===== config.mk =====
export PLATFORM = sky130hd
export DESIGN_NAME = apb_slave_regfile_flat
export DESIGN_NICKNAME = d
export VERILOG_FILES = /design/src/rtl/apb_slave_regfile_if.sv /design/src/rtl/apb_slave_regfile.sv /design/src/flat_wrapper.sv
export SDC_FILE = /design/constraint.sdc
export NUM_CORES = 1
export LEC_CHECK = 0
export BUFFER_PORTS_ARGS = -buffer_cell sky130_fd_sc_hd__buf_2
export CAP_MARGIN = 20
export CORE_MARGIN = 2
export CORE_UTILIZATION = 60
export DETAILED_ROUTE_END_ITERATION = 12
export PLACE_DENSITY = 0.79
export SLEW_MARGIN = 20
export SYNTH_ARGS = -nofsm -noshare
export SYNTH_HDL_FRONTEND = slang
export SYNTH_SLANG_ARGS = --single-unit

===== constraint.sdc =====
create_clock -name hclk -period 4.55 [get_ports hclk]
set_clock_uncertainty 0.05 [all_clocks]
set_input_delay 0 -clock hclk [delete_from_list [all_inputs] [get_ports hclk]]
set_output_delay 0 -clock hclk [all_outputs]
set_load 0.02 [all_outputs]

===== src/rtl/apb_slave_regfile_if.sv =====
// APB bus bundle between a requester (bridge side) and apb_slave_regfile.
//   psel    : select, one bit of the bridge's pselx
//   penable : access phase marker
//   pwrite  : 1 = write, 0 = read
//   paddr   : byte address, register index = paddr[31:2]
//   pwdata  : write data
//   prdata  : read data, valid with pready on a read
//   pready  : transfer completes this cycle
//   pslverr : error response, valid with pready
interface apb_slave_regfile_if;
    logic        psel;
    logic        penable;
    logic        pwrite;
    logic [31:0] paddr;
    logic [31:0] pwdata;
    logic [31:0] prdata;
    logic        pready;
    logic        pslverr;

    modport master (
        output psel, penable, pwrite, paddr, pwdata,
        input  prdata, pready, pslverr
    );

    modport slave (
        input  psel, penable, pwrite, paddr, pwdata,
        output prdata, pready, pslverr
    );
endinterface


===== src/rtl/apb_slave_regfile.sv =====
// APB completer with a bank of NREGS 32-bit word-addressed registers,
// WAIT_STATES programmable access-phase wait cycles and error decoding.
// Register 0 is read-only and returns ID_VALUE.
//
// Ports:
//   hclk    : clock, rising edge
//   hresetn : asynchronous active-low reset
//   apb     : APB slave modport (psel/penable/pwrite/paddr/pwdata in,
//             prdata/pready/pslverr out, all outputs registered)
//
// Build option: define APB_SLV_PSLVERR_EN to report decode errors on
// pslverr. Without it pslverr stays 0; errored writes are still dropped and
// errored reads still return 0, with identical timing.
module apb_slave_regfile #(
    parameter int unsigned NREGS       = 8,
    parameter int unsigned WAIT_STATES = 1,
    parameter logic [31:0] ID_VALUE    = 32'hA5B0_0001
) (
    input logic             hclk,
    input logic             hresetn,
    apb_slave_regfile_if.slave apb
);

    localparam int unsigned IDXW = (NREGS > 1) ? $clog2(NREGS) : 1;

    typedef enum logic [1:0] {
        S_IDLE,
        S_WAIT,
        S_READY
    } state_t;

    state_t      state_q, state_d;
    logic [3:0]  cnt_q, cnt_d;
    logic [31:0] addr_q, addr_d;
    logic [31:0] wdata_q, wdata_d;
    logic        write_q, write_d;
    logic [31:0] prdata_q, prdata_d;
    logic        pready_q, pready_d;
    logic        pslverr_q, pslverr_d;
    logic [31:0] regs_q [NREGS];
    logic        wr_en;

    logic [31:0]     dec_addr;
    logic            dec_write;
    logic            dec_err;
    logic [IDXW-1:0] dec_idx;
    logic [31:0]     dec_rdata;

    // With zero wait states the response is registered on the same edge that
    // latches the setup phase, so decode from the bus while idle and from the
    // latched copy otherwise.
    always_comb begin
        dec_addr  = (state_q == S_IDLE) ? apb.paddr  : addr_q;
        dec_write = (state_q == S_IDLE) ? apb.pwrite : write_q;
        dec_idx   = dec_addr[2 +: IDXW];
        dec_err   = (dec_addr[1:0] != 2'b00)
                 || ({2'b00, dec_addr[31:2]} >= NREGS)
                 || (dec_write && (dec_addr[31:2] == 30'd0));
        dec_rdata = '0;
        if (!dec_err && !dec_write) begin
            dec_rdata = (dec_idx == '0) ? ID_VALUE : regs_q[dec_idx];
        end
    end

    always_comb begin
        state_d   = state_q;
        cnt_d     = cnt_q;
        addr_d    = addr_q;
        wdata_d   = wdata_q;
        write_d   = write_q;
        prdata_d  = '0;
        pready_d  = 1'b0;
        pslverr_d = 1'b0;
        wr_en     = 1'b0;

        unique case (state_q)
            S_IDLE: begin
                // penable without a preceding setup phase is ignored here
                if (apb.psel && !apb.penable) begin
                    addr_d  = apb.paddr;
                    wdata_d = apb.pwdata;
                    write_d = apb.pwrite;
                    cnt_d   = 4'(WAIT_STATES);
                    if (WAIT_STATES == 0) begin
                        state_d  = S_READY;
                        pready_d = 1'b1;
                        prdata_d = dec_rdata;
`ifdef APB_SLV_PSLVERR_EN
                        pslverr_d = dec_err;
`endif
                    end else begin
                        state_d = S_WAIT;
                    end
                end
            end
            S_WAIT: begin
                if (!apb.psel) begin
                    state_d = S_IDLE;
                end else if (apb.penable) begin
                    if (cnt_q <= 4'd1) begin
                        cnt_d    = '0;
                        state_d  = S_READY;
                        pready_d = 1'b1;
                        prdata_d = dec_rdata;
`ifdef APB_SLV_PSLVERR_EN
                        pslverr_d = dec_err;
`endif
                    end else begin
                        cnt_d = cnt_q - 4'd1;
                    end
                end
            end
            S_READY: begin
                state_d = S_IDLE;
                wr_en   = apb.psel && write_q && !dec_err;
            end
            default: begin
                state_d = S_IDLE;
            end
        endcase
    end

    always_ff @(posedge hclk or negedge hresetn) begin
        if (!hresetn) begin
            state_q   <= S_IDLE;
            cnt_q     <= '0;
            addr_q    <= '0;
            wdata_q   <= '0;
            write_q   <= 1'b0;
            prdata_q  <= '0;
            pready_q  <= 1'b0;
            pslverr_q <= 1'b0;
        end else begin
            state_q   <= state_d;
            cnt_q     <= cnt_d;
            addr_q    <= addr_d;
            wdata_q   <= wdata_d;
            write_q   <= write_d;
            prdata_q  <= prdata_d;
            pready_q  <= pready_d;
            pslverr_q <= pslverr_d;
        end
    end

    always_ff @(posedge hclk or negedge hresetn) begin
        if (!hresetn) begin
            for (int unsigned i = 0; i < NREGS; i++) begin
                regs_q[i] <= '0;
            end
        end else if (wr_en) begin
            regs_q[dec_idx] <= wdata_q;
        end
    end

    assign apb.prdata  = prdata_q;
    assign apb.pready  = pready_q;
    assign apb.pslverr = pslverr_q;

endmodule

===== src/flat_wrapper.sv =====
// flat-port wrapper written by rule: the top's interface ports become plain ports
module apb_slave_regfile_flat 
#(
    parameter int unsigned NREGS       = 8,
    parameter int unsigned WAIT_STATES = 1,
    parameter logic [31:0] ID_VALUE    = 32'hA5B0_0001
)
  (hclk, hresetn, apb_psel, apb_penable, apb_pwrite, apb_paddr, apb_pwdata, apb_prdata, apb_pready, apb_pslverr);
  apb_slave_regfile_if apb_i ();
  input logic hclk;
  input logic hresetn;
  input wire logic [$bits(apb_i.psel)-1:0] apb_psel;
  input wire logic [$bits(apb_i.penable)-1:0] apb_penable;
  input wire logic [$bits(apb_i.pwrite)-1:0] apb_pwrite;
  input wire logic [$bits(apb_i.paddr)-1:0] apb_paddr;
  input wire logic [$bits(apb_i.pwdata)-1:0] apb_pwdata;
  output wire logic [$bits(apb_i.prdata)-1:0] apb_prdata;
  output wire logic [$bits(apb_i.pready)-1:0] apb_pready;
  output wire logic [$bits(apb_i.pslverr)-1:0] apb_pslverr;
  assign apb_i.psel = apb_psel;
  assign apb_i.penable = apb_penable;
  assign apb_i.pwrite = apb_pwrite;
  assign apb_i.paddr = apb_paddr;
  assign apb_i.pwdata = apb_pwdata;
  assign apb_prdata = apb_i.prdata;
  assign apb_pready = apb_i.pready;
  assign apb_pslverr = apb_i.pslverr;
  apb_slave_regfile #(.NREGS(NREGS), .WAIT_STATES(WAIT_STATES), .ID_VALUE(ID_VALUE)) u_core (.hclk(hclk), .hresetn(hresetn), .apb(apb_i));
endmodule

==> key figures, run 1 <==
Logic synthesis
  – Sequential-to-total area share from yosys stat: 0.5676
  – Mean Syn Cell Area: 14.07 sq um
  – Cell count after synthesis: 1028
  – Number of synthesized flops with an enable pin: 0
  – Post-synth top area share: 0.5676
  – Syn Nets: 1099
  – Synth warn: 0
  – Synth area leaders: dfrtp_1 (57%), mux2_2 (17%), mux2_4 (6.2%)
  – Commonest cells in the netlist: dfrtp_1 (328), mux2_2 (214), mux2_4 (60), nand2_1 (53), o22ai_1 (30)
  – Cell Area, Synth: 14460 sq um
  – Synthesis-stage register bit count: 328
  – Synth Flop Type: dfrtp_1
  – Largest area contributor in the netlist: dfrtp_1
  – Top-count cell post-synth: dfrtp_1
  – Cell variety after synth: 67
  – Async SR Flop Fraction: 1.000

Die
  – Full die area: 25360 sq um
  – Site Rows: 56
  – Die height: 159.3 um
  – Io pins: 103
  – Initial Util: 0.6143
  – Core Region: 23540 sq um
  – Width of the die: 159.3 um

Power and ir drop
  – LEAKAGE: 8.556 nW
  – Power Density: 400.7 nW/um^2
  – VDD IR max: 0.3250 mV

Routing
  – # DRC: 0
  – Final antenna-violating net count: 0
  – Total number of vias: 9569
  – Drt wl/cell: 22.84 um
  – Router iterations before antenna repair: 7
  – Vias per inst: 6.170
  – Final WL: 35420 um
  – Initial drt markers: 822

Critical path
  – Slowest stage delay, CP: 750 ps
  – R2R Path Start: u_core.state_q[0]
  – Req. time, crit path: 4820 ps
  – CP max-delay cell: a2111oi_0
  – Worst Setup SP: u_core.state_q[0]
  – Buf+Inv Stages, Crit Path: 1
  – Setup crit end kind: register
  – WS Path Type: reg2reg
  – CP cell instances: nor2_4 -> mux2_2 -> nand2_1 -> buf_4 -> o221ai_1 -> a2111oi_0
  – CP top delay family: compound AO/OA/AOI/OAI gates
  – CP Launch Type: register
  – Critical Path Fanout Max: 20
  – Arrival time at the worst endpoint: 3880 ps

Placement
  – Half-perimeter wire length after placement: 20900 um
  – GPL Wtd Cong: 0.8332
  – IO Port Bufs: 101

Status
  – Status: complete, no violations

Global routing
  – Vias in the first global route: 10069
  – First-pass GRT wire length: 56880 um
  – Largest net degree at the start of global routing: 123
  – Initial antenna violation count: 0
  – Overall Global Routing Usage: 0.2849
  – Met3 usage in global routing: 0.05158
  – Grt ovf: 0
  – M2 GR Usage: 0.4567
  – GRT busiest layer: met2
  – Global Route met1 Usage: 0.3970

STA
  – Slew @ Worst Pin: 1071 ps
  – RSZ-0062 raised after global routing: false
  – Crit share post-route: 0.7935
  – Final setup vio count: 0
  – Total negative slack: 0 ps
  – Slew headroom: 0.2786
  – Hold Slack: 99.40 ps
  – Min Tclk post-route: 3611 ps
  – Max Clk Rate: 277.0 MHz
  – Final hold vios: 0
  – Slew Viols, Final: 0

Job
  – MaxCap Viol Count: 0

Clock tree
  – H-tree level count: 2
  – CTS root buffer: clkbuf_16
  – Clock insertion delay at the later pin of the skew report: 510 ps
  – CTS tree: yes
  – Post-cts resize count: 0
  – Reg clk slew, reported paths: 60 ps
  – Maximum clock insertion buffer count: 3
  – Clk sinks: 328
  – Num CTS Buffers: 35

Hold path
  – Worst hold path class: in2async

Finish
  – Ratio of cells with drive above 1 in the final layout: 0.3937
  – Diodes inserted: 0
  – Area Growth Syn to Fin: 18.56%
  – Nets: 1279
sequential cells by signal, indices dropped and copies added, names as in the netlist:
name,flops
u_core.state_q,2
u_core.regs_q,224
u_core.apb.pready,1
u_core.cnt_q,4
u_core.write_q,1
u_core.wdata_q,32
u_core.addr_q,32
u_core.apb.prdata,32
kinds of logic (layout without fill, tap and decap cells):
kind of cell | count (synthesis) | in the layout | synth area share
xor gates and xnor gates | 1 | 1 | 0.0006058
and+or+nand+nor | 167 | 167 | 0.06723
adders and majority gates | 2 | 2 | 0.001730
AOI/OAI and AO/OA | 156 | 156 | 0.08142
DFF | 328 | 328 | 0.5676
other | 1 | 1 | 0.0002593
muxes | 303 | 303 | 0.2507
buffers and inverters | 70 | 274 | 0.03046
through the flow:
stage | power (mW) | instance area (sq um) | instances | setup slack [ps] | utilization
final | 6.871 | 17150 | 1551 | 939.5 | 0.7283
after floorplan | 3.593 | 14460 | 1028 | 2170 | -
after CTS | 6.894 | 17150 | 1551 | 1071 | 0.7283
after detailed placement | 3.901 | 15250 | 1421 | 1100 | 0.6480
after global placement | 3.884 | 15250 | 1421 | 1177 | 0.6480
after global routing | 7.100 | 17150 | 1551 | 844.5 | 0.7283
cell type report:
| class | count | area (sq um) |
|---|---|---|
| multi-input cells | 630 | 5823 |
| inverters | 7 | 26.28 |
| repair buffers | 206 | 1489 |
| fillers | 1545 | 6397 |
| clock buffers | 52 | 1042 |
| flip-flops and latches | 328 | 8208 |
| clock inverters | 9 | 157.7 |
| well taps | 319 | 399.1 |
path summary, 6_finish.rpt:
kind	to	slack (ps)	cells past startpoint
min reg2reg	u_core.regs_q[23]	440	1
max reg2reg	u_core.apb.prdata[27]	940	6
max	u_core.apb.prdata[27]	940	6
min	u_core.addr_q[6]	100	2
min in group hclk	u_core.wdata_q[15]	200	3
max in group asynchronous	u_core.regs_q[168]	3100	3
repair_timing:
item | in CTS | in global routing
endpoints found under the hold margin | 187 | 0
hold buffers | 69 | 0
buffers inserted | 0 | 0
report_power, final:
part	switching, mW	total (mW)	internal, mW
clock	1.14	2.95	1.82
combinational	0.381	0.685	0.304
sequential	0.196	3.23	3.04
per-layer routing:
layer / up-vias / part of all wire / wire [um]
met1: 4941 / 0.43 / 15130
met5: - / 0 / 0
met4: 0 / 0.031 / 1083
met2: 360 / 0.48 / 16920
li1: 4180 / - / -
met3: 88 / 0.065 / 2288
cells in the final DEF, fill, tap and decap left out, types with 3 or more instances in the layout:
master,count
dfrtp_1,328
mux2_2,214
buf_2,100
dlygate4sd3_1,69
mux2_4,60
nand2_1,53
clkbuf_16,37
buf_4,35
o22ai_1,30
nor2_1,26
a21o_1,21
nor4_1,20
mux2_1,20
o21ai_0,19
nand3_1,17
a21oi_1,17
o221ai_1,17
nor4b_1,11
mux2i_1,9
clkbuf_1,9
a31oi_1,8
inv_1,7
clkbuf_8,6
a222oi_1,5
a2111oi_0,5
nand4_4,5
nor3b_1,4
a311o_1,4
bufinv_16,4
nand4_1,3
nor3_1,3
o21a_1,3
a2bb2oi_1,3
or2_2,3
nand2b_1,3
and3_1,3
a2111oi_1,3
Note: power is estimated with default switching activity, not from simulation.
==> run 2, diff against run 1 <==
clock period = 3.4 ns   (was 4.55 ns; I/O delays follow)
==> run 2 against run 1 <==
Against the previous run: via count about the same; worst setup slack worse by 670 ps; maximum frequency increased by 15%; core utilization increased by 0.14 points; sequential share of layout area down 0.094 points; flip-flop and latch count unchanged; routed wire length shrank 1.7%; design area up 0.20%; first-iteration DRC count shrank 23%; die area did not move; cell count grew 0.71%.
==> key figures, run 2 (synthesis gave the netlist of run 1 again) <==
Finish
  – Final cell count without fillers: 1562 (was 1551)
  – Most frequent cells in the layout: dfrtp_1 (328), mux2_2 (214), buf_2 (100) (unchanged)
  – Area Growth Syn to Fin: 18.79% (was 18.56%)
  – Largest register by flop count: u_core.regs_q (unchanged)
  – Nets: 1290 (was 1279)
  – Max reg flops: 224 (unchanged)
  – Ratio of cells with drive above 1 in the final layout: 0.3945 (was 0.3937)
  – Most common cell after layout, fill and taps aside: dfrtp_1 (unchanged)
  – Final instance area: 17180 sq um (was 17150 sq um)

Die
  – Width of the die: 159.3 um (unchanged)
  – Io pins: 103 (unchanged)
  – Core Region: 23540 sq um (unchanged)
  – Die height: 159.3 um (unchanged)
  – Initial Util: 0.6143 (unchanged)
  – Full die area: 25360 sq um (unchanged)
  – Site Rows: 56 (unchanged)

Clock tree
  – Reg clk slew, reported paths: 60 ps (about the same)
  – Post-CTS setup buffers: 0 (unchanged)
  – CTS root buffer: clkbuf_16 (unchanged)
  – Post-cts resize count: 0 (unchanged)
  – CTS tree: yes (unchanged)
  – H-tree level count: 2 (unchanged)
  – Maximum clock insertion buffer count: 3 (unchanged)
  – Clock insertion delay at the later pin of the skew report: 510 ps (about the same)
  – Clk sinks: 328 (unchanged)
  – Num CTS Buffers: 34 (was 35)
  – # hold bufs at CTS: 69 (unchanged)

Power and ir drop
  – Power Density: 512.4 nW/um^2 (was 400.7 nW/um^2)
  – Sw Pwr: 2.227 mW (was 1.713 mW)
  – Part of the power in registers: 0.491 (was 0.471)
  – LEAKAGE: 8.592 nW (was 8.556 nW)
  – Cell Int Power: 6.577 mW (was 5.158 mW)
  – Sw Ratio: 0.2529 (was 0.2493)
  – Clock share of power: 0.402 (was 0.430)
  – VDD IR max: 0.3984 mV (was 0.3250 mV)
  – Combinational Power Share: 0.107 (was 0.100)

STA
  – Final worst slack: 266.1 ps (was 939.5 ps)
  – Crit share post-route: 0.9217 (was 0.7935)
  – Slew headroom: 0.4030 (was 0.2786)
  – Slew Viols, Final: 0 (unchanged)
  – Total negative slack: 0 ps (unchanged)
  – Slew @ Worst Pin: 892.1 ps (was 1071 ps)
  – Final hold vios: 0 (unchanged)
  – RSZ-0062 raised after global routing: false (unchanged)
  – Final setup vio count: 0 (unchanged)
  – Max Clk Rate: 319.1 MHz (was 277.0 MHz)
  – Min Tclk post-route: 3134 ps (was 3611 ps)

Global routing
  – Largest net degree at the start of global routing: 116 (was 123)
  – Vias in the first global route: 10117 (was 10069)
  – Overall Global Routing Usage: 0.2786 (was 0.2849)
  – GRT busiest layer: met2 (unchanged)
  – M2 GR Usage: 0.4522 (was 0.4567)
  – Initial antenna violation count: 1 (was 0)
  – Grt ovf: 0 (unchanged)
  – First-pass GRT wire length: 55970 um (was 56880 um)
  – Global Route met1 Usage: 0.3869 (was 0.3970)
  – Met3 usage in global routing: 0.04064 (was 0.05158)

Placement
  – Placement Cell Area: 15430 sq um (was 15250 sq um)
  – Placed cell count: 1433 (was 1421)
  – IO Port Bufs: 101 (unchanged)
  – GPL Wtd Cong: 0.8761 (was 0.8332)
  – Post-Place Worst Slack: 281.5 ps (was 1100 ps)
  – Half-perimeter wire length after placement: 20590 um (was 20900 um)

Hold path
  – Worst hold path class: in2async (unchanged)

Critical path
  – Arrival time at the worst endpoint: 3460 ps (was 3880 ps)
  – CP Depth: 7 (was 6)
  – Setup crit end kind: register (unchanged)
  – CP cell instances: buf_4 -> or4_4 -> o31ai_4 -> a2111oi_4 -> buf_4 -> nand4_4 -> mux2_1 (was nor2_4 -> mux2_2 -> nand2_1 -> buf_4 -> o221ai_1 -> a2111oi_0)
  – WS Path Type: reg2reg (unchanged)
  – CP Launch Type: register (unchanged)
  – Req. time, crit path: 3730 ps (was 4820 ps)
  – Crit path top cell by count: buf_4
  – Buf+Inv Stages, Crit Path: 2 (was 1)
  – Slowest stage delay, CP: 680 ps (was 750 ps)
  – Critical Path Fanout Max: 32 (was 20)
  – CP top delay family: simple AND/OR/NAND/NOR gates (was compound AO/OA/AOI/OAI gates)
  – CP max-delay cell: nand4_4 (was a2111oi_0)
  – R2R depth: 7 (was 6)

Routing
  – Initial drt markers: 636 (was 822)
  – Drt wl/cell: 22.29 um (was 22.84 um)
  – Router iterations before antenna repair: 5 (was 7)
  – Final WL: 34820 um (was 35420 um)
  – Vias per inst: 6.129 (was 6.170)
  – Final antenna-violating net count: 0 (unchanged)
  – Total number of vias: 9573 (was 9569)
  – # DRC: 0 (unchanged)

Status
  – Status: complete, no violations (unchanged)

Job
  – MaxCap Viol Count: 0 (unchanged)
==> run 2: through the flow <==
stage,utilization,total power [mW],hold WS (ps)
final,0.7297,8.803,87.19
after global routing,0.7297,9.117,174.4
after CTS,0.7296,8.840,138.4
after detailed placement,0.6555,5.248,77.39
after global placement,0.6555,5.219,77.46
after floorplan,-,4.808,-345.6
==> run 2: area by class of cell <==
class / count / area, sq um
clock buffers: 55 / 1033
clock inverters: 4 / 20.02
fillers: 1531 / 6364
inverters: 7 / 26.28
diodes: 1 / 2.502
multi-input cells: 630 / 5823
well taps: 319 / 399.1
flip-flops and latches: 328 / 8208
repair buffers: 218 / 1667
==> run 2: power groups by stage <==
stage	Sequential [mW]	Clock, mW	Combinational (mW)
after global placement	4.37	0	0.849
after CTS	4.31	3.59	0.938
after floorplan	4.28	0	0.533
after detailed placement	4.38	0	0.867
after global routing	4.35	3.75	1.02
final	4.32	3.54	0.944
==> run 2: path summary, 6_finish.rpt <==
kind                       slack [ps]               from            endpoint
setup / recovery                  270  u_core.state_q[0]   u_core.regs_q[85]
hold / removal                     90            hresetn    u_core.addr_q[7]
setup reg to reg                  270  u_core.state_q[0]   u_core.regs_q[85]
hold reg to reg                   440  u_core.regs_q[41]   u_core.regs_q[41]
max in group asynchronous        2280            hresetn  u_core.wdata_q[25]
min in group hclk                 200     apb_pwdata[31]  u_core.wdata_q[31]
==> run 2: layer usage <==
layer  vias to the layer above  routed length [um]
met5                         -                   0
met1                      4945               15100
met3                        94                1948
li1                       4208                   -
met2                       326               16590
met4                         0                1179
==> run 3, diff against run 2 <==
ABC_AREA = 1   (was default)
MAX_ROUTING_LAYER = met4   (was default)
==> run 3 against run 2 <==
Against the previous run: largest power group unchanged; design area rose by 1.6%; non-clock buffer count shrank 3; core utilization fell by 1.6 points; register-to-register slack better by 220 ps; clock power increased by 3%; largest cell class unchanged; sequential power up 7.4%; die area is 3.7% higher.
==> key figures, run 3 <==
STA
  – Final worst slack: 488.4 ps (was 266.1 ps)
  – Slew @ Worst Pin: 977.3 ps (was 892.1 ps)
  – Min Tclk post-route: 2912 ps (was 3134 ps)
  – RSZ-0062 raised after global routing: false (unchanged)
  – Final setup vio count: 0 (unchanged)
  – Max Clk Rate: 343.4 MHz (was 319.1 MHz)
  – Total negative slack: 0 ps (unchanged)
  – Crit share post-route: 0.8564 (was 0.9217)
  – Hold Slack: 138.1 ps (was 87.19 ps)
  – Slew headroom: 0.3484 (was 0.4030)
  – Final hold vios: 0 (unchanged)
  – Slew Viols, Final: 0 (unchanged)

Critical path
  – Critical Path Fanout Max: 59 (was 32)
  – R2R depth: 12 (was 7)
  – Req. time, crit path: 3750 ps (was 3730 ps)
  – Worst Setup SP: u_core.state_q[0] (unchanged)
  – CP Depth: 12 (was 7)
  – CP max-delay cell: buf_4 (was nand4_4)
  – CP Launch Type: register (unchanged)
  – Buf+Inv Stages, Crit Path: 2 (unchanged)
  – Slowest stage delay, CP: 570 ps (was 680 ps)
  – CP top delay family: simple AND/OR/NAND/NOR gates (unchanged)
  – Setup crit end kind: register (unchanged)
  – CP cell instances: nor2_2 -> nand2_1 -> nand2_1 -> nand2_1 -> nor2_1 -> nand3_1 -> nor2_4 -> buf_4 -> nand3_1 -> buf_4 -> nand2_1 -> nand2_1 (was buf_4 -> or4_4 -> o31ai_4 -> a2111oi_4 -> buf_4 -> nand4_4 -> mux2_1)
  – WS Path Type: reg2reg (unchanged)
  – R2R Path Start: u_core.state_q[0] (unchanged)
  – Crit path top cell by count: nand2_1 (was buf_4)
  – Arrival time at the worst endpoint: 3260 ps (was 3460 ps)

Global routing
  – Grt ovf: 0 (unchanged)
  – First-pass GRT wire length: 66980 um (was 55970 um)
  – Initial antenna violation count: 0 (was 1)
  – Overall Global Routing Usage: 0.3295 (was 0.2786)
  – Largest net degree at the start of global routing: 124 (was 116)
  – Vias in the first global route: 12925 (was 10117)

Die
  – Initial Util: 0.6137 (was 0.6143)
  – Full die area: 26300 sq um (was 25360 sq um)
  – Io pins: 103 (unchanged)
  – Core Region: 24460 sq um (was 23540 sq um)
  – Site Rows: 57 (was 56)
  – Width of the die: 162.2 um (was 159.3 um)
  – Die height: 162.2 um (was 159.3 um)

Logic synthesis
  – Largest area contributor in the netlist: dfrtp_1 (unchanged)
  – Synthesis-stage register bit count: 328 (unchanged)
  – Top-count cell post-synth: nand2_1 (was dfrtp_1)
  – Async SR Flop Fraction: 1.000 (unchanged)
  – Mean Syn Cell Area: 8.453 sq um (was 14.07 sq um)
  – Syn Nets: 1847 (was 1099)
  – Synth Flop Type: dfrtp_1 (unchanged)
  – Commonest cells in the netlist: nand2_1 (652), dfrtp_1 (328), nand4_1 (201), nor2_1 (158), clkbuf_1 (84) (was dfrtp_1 (328), mux2_2 (214), mux2_4 (60), nand2_1 (53), o22ai_1 (30))
  – Number of synthesized flops with an enable pin: 0 (unchanged)
  – Sequential-to-total area share from yosys stat: 0.5468 (was 0.5676)
  – Cell variety after synth: 26 (was 67)
  – Synth warn: 0 (unchanged)
  – Synth area leaders: dfrtp_1 (55%), nand2_1 (16%), nand4_1 (8.4%) (was dfrtp_1 (57%), mux2_2 (17%), mux2_4 (6.2%))
  – Cell count after synthesis: 1776 (was 1028)
  – Cell Area, Synth: 15010 sq um (was 14460 sq um)
  – Post-synth top area share: 0.5468 (was 0.5676)

Job
  – MaxCap Viol Count: 0 (unchanged)

Finish
  – Final cell count without fillers: 2219 (was 1562)
  – Area Growth Syn to Fin: 16.28% (was 18.79%)
  – Largest register by flop count: u_core.regs_q (unchanged)
  – Register area: 8208 sq um (unchanged)
  – Multi-input gate area: 5904 sq um (was 5823 sq um)
  – Fillers: 1849 (was 1531)
  – Ratio of cells with drive above 1 in the final layout: 0.1414 (was 0.3945)
  – Most frequent cells in the layout: nand2_1 (651), dfrtp_1 (328), nand4_1 (201) (was dfrtp_1 (328), mux2_2 (214), buf_2 (100))
  – Diodes inserted: 0 (was 1)
  – Max reg flops: 224 (unchanged)
  – Nets: 1942 (was 1290)
  – Most common cell after layout, fill and taps aside: nand2_1 (was dfrtp_1)

Hold path
  – Worst hold path class: in2async (unchanged)

Clock tree
  – Clk sinks: 328 (unchanged)
  – CTS tree: yes (unchanged)
  – Maximum clock insertion buffer count: 3 (unchanged)
  – H-tree level count: 2 (unchanged)
  – Reg clk slew, reported paths: 60 ps (about the same)
  – Clock insertion delay at the later pin of the skew report: 510 ps (about the same)
  – CTS root buffer: clkbuf_16 (unchanged)
  – Post-cts resize count: 0 (unchanged)
  – Num CTS Buffers: 36 (was 34)

Routing
  – Vias per inst: 6.000 (was 6.129)
  – Total number of vias: 13314 (was 9573)
  – Router iterations before antenna repair: 5 (unchanged)
  – Drt wl/cell: 18.66 um (was 22.29 um)
  – Final antenna-violating net count: 0 (unchanged)
  – Final WL: 41410 um (was 34820 um)
  – # DRC: 0 (unchanged)
  – Initial drt markers: 1453 (was 636)

Status
  – Status: complete, no violations (unchanged)

Power and ir drop
  – VDD IR max: 0.5424 mV (was 0.3984 mV)
  – Power Density: 576.9 nW/um^2 (was 512.4 nW/um^2)
  – LEAKAGE: 9.034 nW (was 8.592 nW)

Placement
  – IO Port Bufs: 101 (unchanged)
  – GPL Wtd Cong: 0.8251 (was 0.8761)
  – Half-perimeter wire length after placement: 22700 um (was 20590 um)
  – Placed cell count: 2088 (was 1433)
  – Post-Place Worst Slack: 551.2 ps (was 281.5 ps)
## run 3: final timing paths
path                                      end  slack (ps)
max in group asynchronous  u_core.regs_q[115]        2240
min reg2reg                u_core.regs_q[134]         420
min                         u_core.wdata_q[8]         140
min in group hclk          u_core.wdata_q[24]         200
max reg2reg                 u_core.regs_q[90]         490
max                         u_core.regs_q[90]         490
## run 3: report_power, final
part / switching [mW] / total (mW) / internal, mW
logic: 1.17 / 1.79 / 0.621
registers: 0.448 / 4.64 / 4.19
clock network: 1.52 / 3.64 / 2.12
total: 3.14 / 10.1 / 6.93
## run 3: metal layers
metal  global-route usage  vias to the layer above  wire length (um)
met1               0.4273                     6439             16170
met2               0.5162                      692             19720
met3              0.05567                      139              3715
met4               0.1452                        0              1810
met5                    -                        -                 0
li1                     -                     6044                 -
## run 3: cell type report
| type | count | area share |
|---|---|---|
| Clock buffer | 53 | 0.05992 |
| Clock inverter | 9 | 0.002724 |
| Inverter | 50 | 0.01075 |
| Multi-Input combinational cell | 1240 | 0.3383 |
| Sequential cell | 328 | 0.4702 |
| Tap cell | 324 | 0.02322 |
| Timing Repair Buffer | 215 | 0.09490 |
## run 3: cell families (layout without fill, tap and decap cells)
| logic type | after synthesis | after routing | synth area share |
|---|---|---|---|
| other cells | 1 | 1 | 0.0002498 |
| mux | 55 | 55 | 0.04126 |
| buf+inv | 208 | 327 | 0.06234 |
| flops | 328 | 328 | 0.5468 |
| fa+ha+maj | 2 | 2 | 0.001667 |
| simple gates | 1108 | 1108 | 0.3196 |
| compound gates | 74 | 74 | 0.02817 |
## run 3: timing repair
action | 4_1_cts | 5_1_grt
buffers inserted | 0 | 0
endpoints found under the hold margin | 188 | 0
hold buffers | 69 | 0
## run 3: through the flow
step	total power, mW	utilization	cell area, sq um
2_1_floorplan	5.690	-	15010
3_3_place_gp	6.298	0.6406	15670
3_5_place_dp	6.356	0.6406	15670
4_1_cts	10.04	0.7136	17460
5_1_grt	10.47	0.7136	17460
6_report	10.07	0.7136	17460
